===== config.mk =====
export PLATFORM = sky130hd
export DESIGN_NAME = bpu_update_ctrl
export DESIGN_NICKNAME = d
export VERILOG_FILES = /design/src/rtl/bpu_update_ctrl.sv
export SDC_FILE = /design/constraint.sdc
export NUM_CORES = 1
export LEC_CHECK = 0
export CORE_MARGIN = 3
export CORE_UTILIZATION = 40
export DETAILED_ROUTE_END_ITERATION = 7
export GPL_ROUTABILITY_DRIVEN = 0
export PLACE_DENSITY = 0.74
export SLEW_MARGIN = 20
export SYNTH_ARGS = -nofsm -noshare
export SYNTH_HDL_FRONTEND = slang
export SYNTH_SLANG_ARGS = --single-unit

===== constraint.sdc =====
create_clock -name clk -period 9.3 [get_ports clk]
set_input_delay 1.86 -clock clk [delete_from_list [all_inputs] [get_ports clk]]
set_output_delay 1.86 -clock clk [all_outputs]
set_load 0.01 [all_outputs]

===== src/rtl/bpu_update_ctrl.sv =====
// Branch resolution controller: detects mispredicts, drives flush/redirect, and
// serialises resolved branches onto the single BPU update port through a small FIFO.
module bpu_update_ctrl #(
    parameter int DEPTH        = 4,
    parameter int FLUSH_CYCLES = 2,
    parameter int CNT_W        = 32
) (
    input  logic             clk,
    input  logic             reset,
    input  logic             ex_valid,
    input  logic [63:0]      ex_pc,
    input  logic             ex_taken,
    input  logic [63:0]      ex_target,
    input  logic             ex_pred_taken,
    input  logic [63:0]      ex_pred_target,
    input  logic             upd_hold,
    output logic             ex_stall,
    output logic             flush,
    output logic             redirect_valid,
    output logic [63:0]      redirect_pc,
    output logic             branch_resolved,
    output logic             actual_taken,
    output logic [63:0]      branch_pc,
    output logic [63:0]      branch_target_resolved,
    output logic [CNT_W-1:0] br_count,
    output logic [CNT_W-1:0] mp_count
);
    localparam int AW = $clog2(DEPTH);
    localparam int CW = AW + 1;
    localparam int FW = (FLUSH_CYCLES > 1) ? $clog2(FLUSH_CYCLES) : 1;

    typedef enum logic {IDLE, FLUSH} state_t;

    state_t            state_reg;
    logic [FW-1:0]     flush_cnt_reg;
    logic              flush_reg;
    logic              redirect_valid_reg;
    logic [63:0]       redirect_pc_reg;

    logic [63:0]       pc_mem    [DEPTH];
    logic              taken_mem [DEPTH];
    logic [63:0]       tgt_mem   [DEPTH];
    logic [AW-1:0]     wr_ptr_reg;
    logic [AW-1:0]     rd_ptr_reg;
    logic [CW-1:0]     count_reg;

    logic              branch_resolved_reg;
    logic              actual_taken_reg;
    logic [63:0]       branch_pc_reg;
    logic [63:0]       branch_target_reg;
    logic [CNT_W-1:0]  br_count_reg;
    logic [CNT_W-1:0]  mp_count_reg;

    logic              accepted;
    logic              mispredict;
    logic              full;
    logic              push;
    logic              pop;
    logic [63:0]       correct_pc;

    always_comb begin
        accepted   = ex_valid & (state_reg == IDLE);
        mispredict = accepted & ((ex_taken != ex_pred_taken) |
                                 (ex_taken & ex_pred_taken & (ex_target != ex_pred_target)));
        full       = (count_reg == CW'(DEPTH));
        push       = accepted & ~full;
        pop        = ~upd_hold & (count_reg != '0);
        correct_pc = ex_taken ? ex_target : ex_pc + 64'd4;
    end

    // Flush FSM: the down-counter holds the remaining FLUSH cycles after the current one.
    always_ff @(posedge clk) begin
        if (reset) begin
            state_reg          <= IDLE;
            flush_cnt_reg      <= '0;
            flush_reg          <= 1'b0;
            redirect_valid_reg <= 1'b0;
            redirect_pc_reg    <= '0;
        end else begin
            redirect_valid_reg <= 1'b0;
            case (state_reg)
                IDLE: begin
                    if (mispredict) begin
                        state_reg          <= FLUSH;
                        flush_cnt_reg      <= FW'(FLUSH_CYCLES - 1);
                        flush_reg          <= 1'b1;
                        redirect_valid_reg <= 1'b1;
                        redirect_pc_reg    <= correct_pc;
                    end
                end
                FLUSH: begin
                    if (flush_cnt_reg == '0) begin
                        state_reg <= IDLE;
                        flush_reg <= 1'b0;
                    end else begin
                        flush_cnt_reg <= flush_cnt_reg - FW'(1);
                    end
                end
                default: state_reg <= IDLE;
            endcase
        end
    end

    // Storage has no reset so it can map onto plain RAM; pointers alone define validity.
    always_ff @(posedge clk) begin
        if (push) begin
            pc_mem[wr_ptr_reg]    <= ex_pc;
            taken_mem[wr_ptr_reg] <= ex_taken;
            tgt_mem[wr_ptr_reg]   <= ex_target;
        end
    end

    always_ff @(posedge clk) begin
        if (reset) begin
            wr_ptr_reg          <= '0;
            rd_ptr_reg          <= '0;
            count_reg           <= '0;
            branch_resolved_reg <= 1'b0;
            actual_taken_reg    <= 1'b0;
            branch_pc_reg       <= '0;
            branch_target_reg   <= '0;
        end else begin
            branch_resolved_reg <= pop;
            if (push) begin
                wr_ptr_reg <= wr_ptr_reg + AW'(1);
            end
            if (pop) begin
                rd_ptr_reg        <= rd_ptr_reg + AW'(1);
                actual_taken_reg  <= taken_mem[rd_ptr_reg];
                branch_pc_reg     <= pc_mem[rd_ptr_reg];
                branch_target_reg <= tgt_mem[rd_ptr_reg];
            end
            case ({push, pop})
                2'b10:   count_reg <= count_reg + CW'(1);
                2'b01:   count_reg <= count_reg - CW'(1);
                default: count_reg <= count_reg;
            endcase
        end
    end

    always_ff @(posedge clk) begin
        if (reset) begin
            br_count_reg <= '0;
            mp_count_reg <= '0;
        end else begin
            if (accepted && (br_count_reg != '1)) begin
                br_count_reg <= br_count_reg + CNT_W'(1);
            end
            if (mispredict && (mp_count_reg != '1)) begin
                mp_count_reg <= mp_count_reg + CNT_W'(1);
            end
        end
    end

    assign ex_stall               = full;
    assign flush                  = flush_reg;
    assign redirect_valid         = redirect_valid_reg;
    assign redirect_pc            = redirect_pc_reg;
    assign branch_resolved        = branch_resolved_reg;
    assign actual_taken           = actual_taken_reg;
    assign branch_pc              = branch_pc_reg;
    assign branch_target_resolved = branch_target_reg;
    assign br_count               = br_count_reg;
    assign mp_count               = mp_count_reg;

endmodule


==> results_dict.tcl <==
set metrics [dict create \
    postLayoutCoreUtil_pct 51.7 \
    crit_type "in -> reg" \
    yosysSeqAreaShare_pct 66.3 \
    wl_mm 97.1 \
    leakage_uw 0.0129 \
    outcome "finished clean" \
    grt_overflow 0 \
    hpwl_mm 66.6 \
    yosys.area.top_type "edfxtp_1" \
    core_sq_um 77700 \
    async_flop_share_pct 0 \
    postSynthCellCount 2336 \
    grt_usage_pct 23.2 \
    clk_latency_ns 0.63 \
    clk_pin_slew_worst_paths_ns 0.06 \
    synthesis.nets 2544 \
    slew_viol_final 0 \
    ys_seq_elements 785 \
    synth_edf_count 516 \
    io_pins 459 \
    syn_area_sq_um 31500 \
    maxCapViolations 0 \
    cp.required_ns 9.83 \
    dominantRegCellSynth "edfxtp_1" \
    maxSlewHeadroom_pct 28.4 \
    rows 102 \
    detail_route.wl_per_cell_um 24.8 \
    yosys_warnings 0 \
    grt_max_degree 192 \
    die_y_um 287 \
    path_max_fanout 67 \
    cts_buffer_depth 3 \
    yosys-top-cells-count "edfxtp_1, nand2_1, dfxtp_1" \
    powerDensity_nw_per_um2 251 \
    numPortBuffers 458 \
    cp-end-kind "flop" \
    hold_viol 0 \
    cts_root_buffer "clkbuf_16" \
    drt_iter0_drc 1737 \
    firstDrtPassIters 5 \
    die_area_sq_um 82200 \
    synth_most_common_cell "edfxtp_1" \
    synthTopCellsByArea "edfxtp_1, dfxtp_1, mux4_2" \
    vias 21100 \
    area_growth_pct 27.6 \
    h-tree-depth 3 \
    hold_class "reg -> reg" \
    grt_pass1_wl_mm 140 \
    cts_setup_buffers 0 \
    rsz0062_at_grt "no" \
    fill_cells 6515 \
    drtAntennaViolNets 0 \
    cts_tree "done" \
    placed_area_sq_um 37200 \
    antenna_found_initial 27 \
    fin_nets 2987 \
    timing.fmax_ghz 0.197 \
    drive_gt1_share_pct 11.8 \
    synth_top_area_share_pct 49.2 \
    cts_hold_buf 0 \
    stdcell_area_sq_um 40200 \
    tightestPinTransition_ns 1.07 \
    start_util_pct 40.5 \
    setup_tns_ns 0 \
    cp-start-kind "input port" \
    power.total_uw 10100 \
    post_cts_resized 0 \
    post-route-min-period_ns 5.08 \
    synth_cell_types 61 \
    largest_registers "pc_mem: 256 flops, tgt_mem: 256 flops" \
    max-vdd-ir-drop_v 0.000193 \
    grt_pass1_vias 20600 \
    syn_area_per_cell_sq_um 13.5 \
    viasPerCell 5.40 \
    timing.final.crit_share_pct 54.6 \
    cts_num_sinks 785 \
    die_w_um 287 \
    setup_viol 0 \
    arrival_ns 5.61 \
    cts_buffers 84 \
    drc 0 \
    finalClockSkew_ns 0.0244 \
]
==> cells by family (layout without fill, tap and decap cells) <==
group / Yosys count / in the layout / synth area share, %
muxes: 157 / 157 / 10.1
adders and majority gates: 10 / 10 / 0.421
other: 0 / 17 / 0
DFF: 785 / 785 / 66.3
AOI/OAI and AO/OA: 304 / 304 / 5.48
and+or+nand+nor: 765 / 765 / 11.3
buffers and inverters: 152 / 667 / 1.86
xor gates and xnor gates: 163 / 163 / 4.53
==> per-layer routing <==
layer,wire length (um),track usage [%]
met5,111,0
met4,3780,9.52
met3,9010,7.05
met2,43600,34.7
met1,40600,31.7
==> power breakdown <==
part | internal (uW) | switching (uW) | leakage, uW
Combinational | 985 | 1140 | 0.00455
Clock | 2200 | 1410 | 0.00147
Sequential | 4140 | 200 | 0.00691
==> layout make-up <==
| type | count | area [sq um] | area share, % |
|---|---|---|---|
| multi-input combinational | 1399 | 10100 | 25.1 |
| inverter | 26 | 100 | 0.249 |
| timing repair buffer | 483 | 4800 | 11.9 |
| tap | 1040 | 1300 | 3.24 |
| antenna | 17 | 42.5 | 0.106 |
| sequential | 785 | 20900 | 52.0 |
| clock buffer | 105 | 2280 | 5.68 |
| clock inverter | 53 | 714 | 1.78 |
==> final timing paths <==
check	startpoint	depth (start not counted)	endpoint	slack (ns)
max	ex_target[39]	10	mp_count[7]	4.22
min	redirect_pc[21]	2	redirect_pc[21]	0.45
max reg2reg	state_reg	4	pc_mem[1][18]	6.15
min reg2reg	redirect_pc[21]	2	redirect_pc[21]	0.45
==> layout by cell type (no fill, tap or decap), types with 6 or more instances in the layout <==
cell / netlist / final
clkdlybuf4s50_1: 0 / 456
clkbuf_16: 0 / 87
clkinv_2: 0 / 13
diode_2: 0 / 17
or4_1: 8 / 8
nand4_1: 34 / 34
nor4_1: 29 / 29
nand3_1: 53 / 53
buf_4: 0 / 24
nor2_1: 119 / 119
mux4_2: 129 / 129
bufinv_16: 0 / 16
inv_1: 25 / 25
and4_1: 9 / 9
a21oi_1: 193 / 192
xnor2_1: 71 / 71
a211o_1: 11 / 11
a211oi_1: 9 / 9
ha_1: 9 / 9
or3_1: 12 / 12
nor3_1: 24 / 22
dfxtp_1: 269 / 267
nor4_2: 6 / 6
o41ai_1: 7 / 7
o21ai_0: 47 / 47
and3_1: 18 / 18
mux2i_1: 20 / 20
o211ai_1: 15 / 15
nand2b_1: 17 / 17
edfxtp_1: 516 / 516
xor2_1: 92 / 92
clkinv_1: 1 / 8
mux2_2: 8 / 8
inv_6: 0 / 7
nand2_1: 400 / 400
clkbuf_1: 112 / 14
nor2b_1: 8 / 8
==> through the flow <==
| step | hold WS [ns] | std cells | worst slack (ns) |
|---|---|---|---|
| after floorplan | 0.446 | 2336 | 3.48 |
| after global placement | 0.441 | 3733 | 3.61 |
| after detailed placement | 0.445 | 3733 | 3.59 |
| after CTS | 0.454 | 3891 | 4.26 |
| after global routing | 0.467 | 3903 | 3.92 |
| final | 0.451 | 3908 | 4.22 |
==> worst max-delay path, stage by stage <==
cell and delay, ns:
clkdlybuf4s50_1 0.67, xor2_1 0.28, nor4_1 0.79, nand4_1 0.31, nor3_2 0.30, buf_4 0.26, a21o_2 0.15, buf_4 0.60
o41ai_1 0.20, a21oi_1 0.16
No activity file was read; power rests on OpenSTA's default activity.
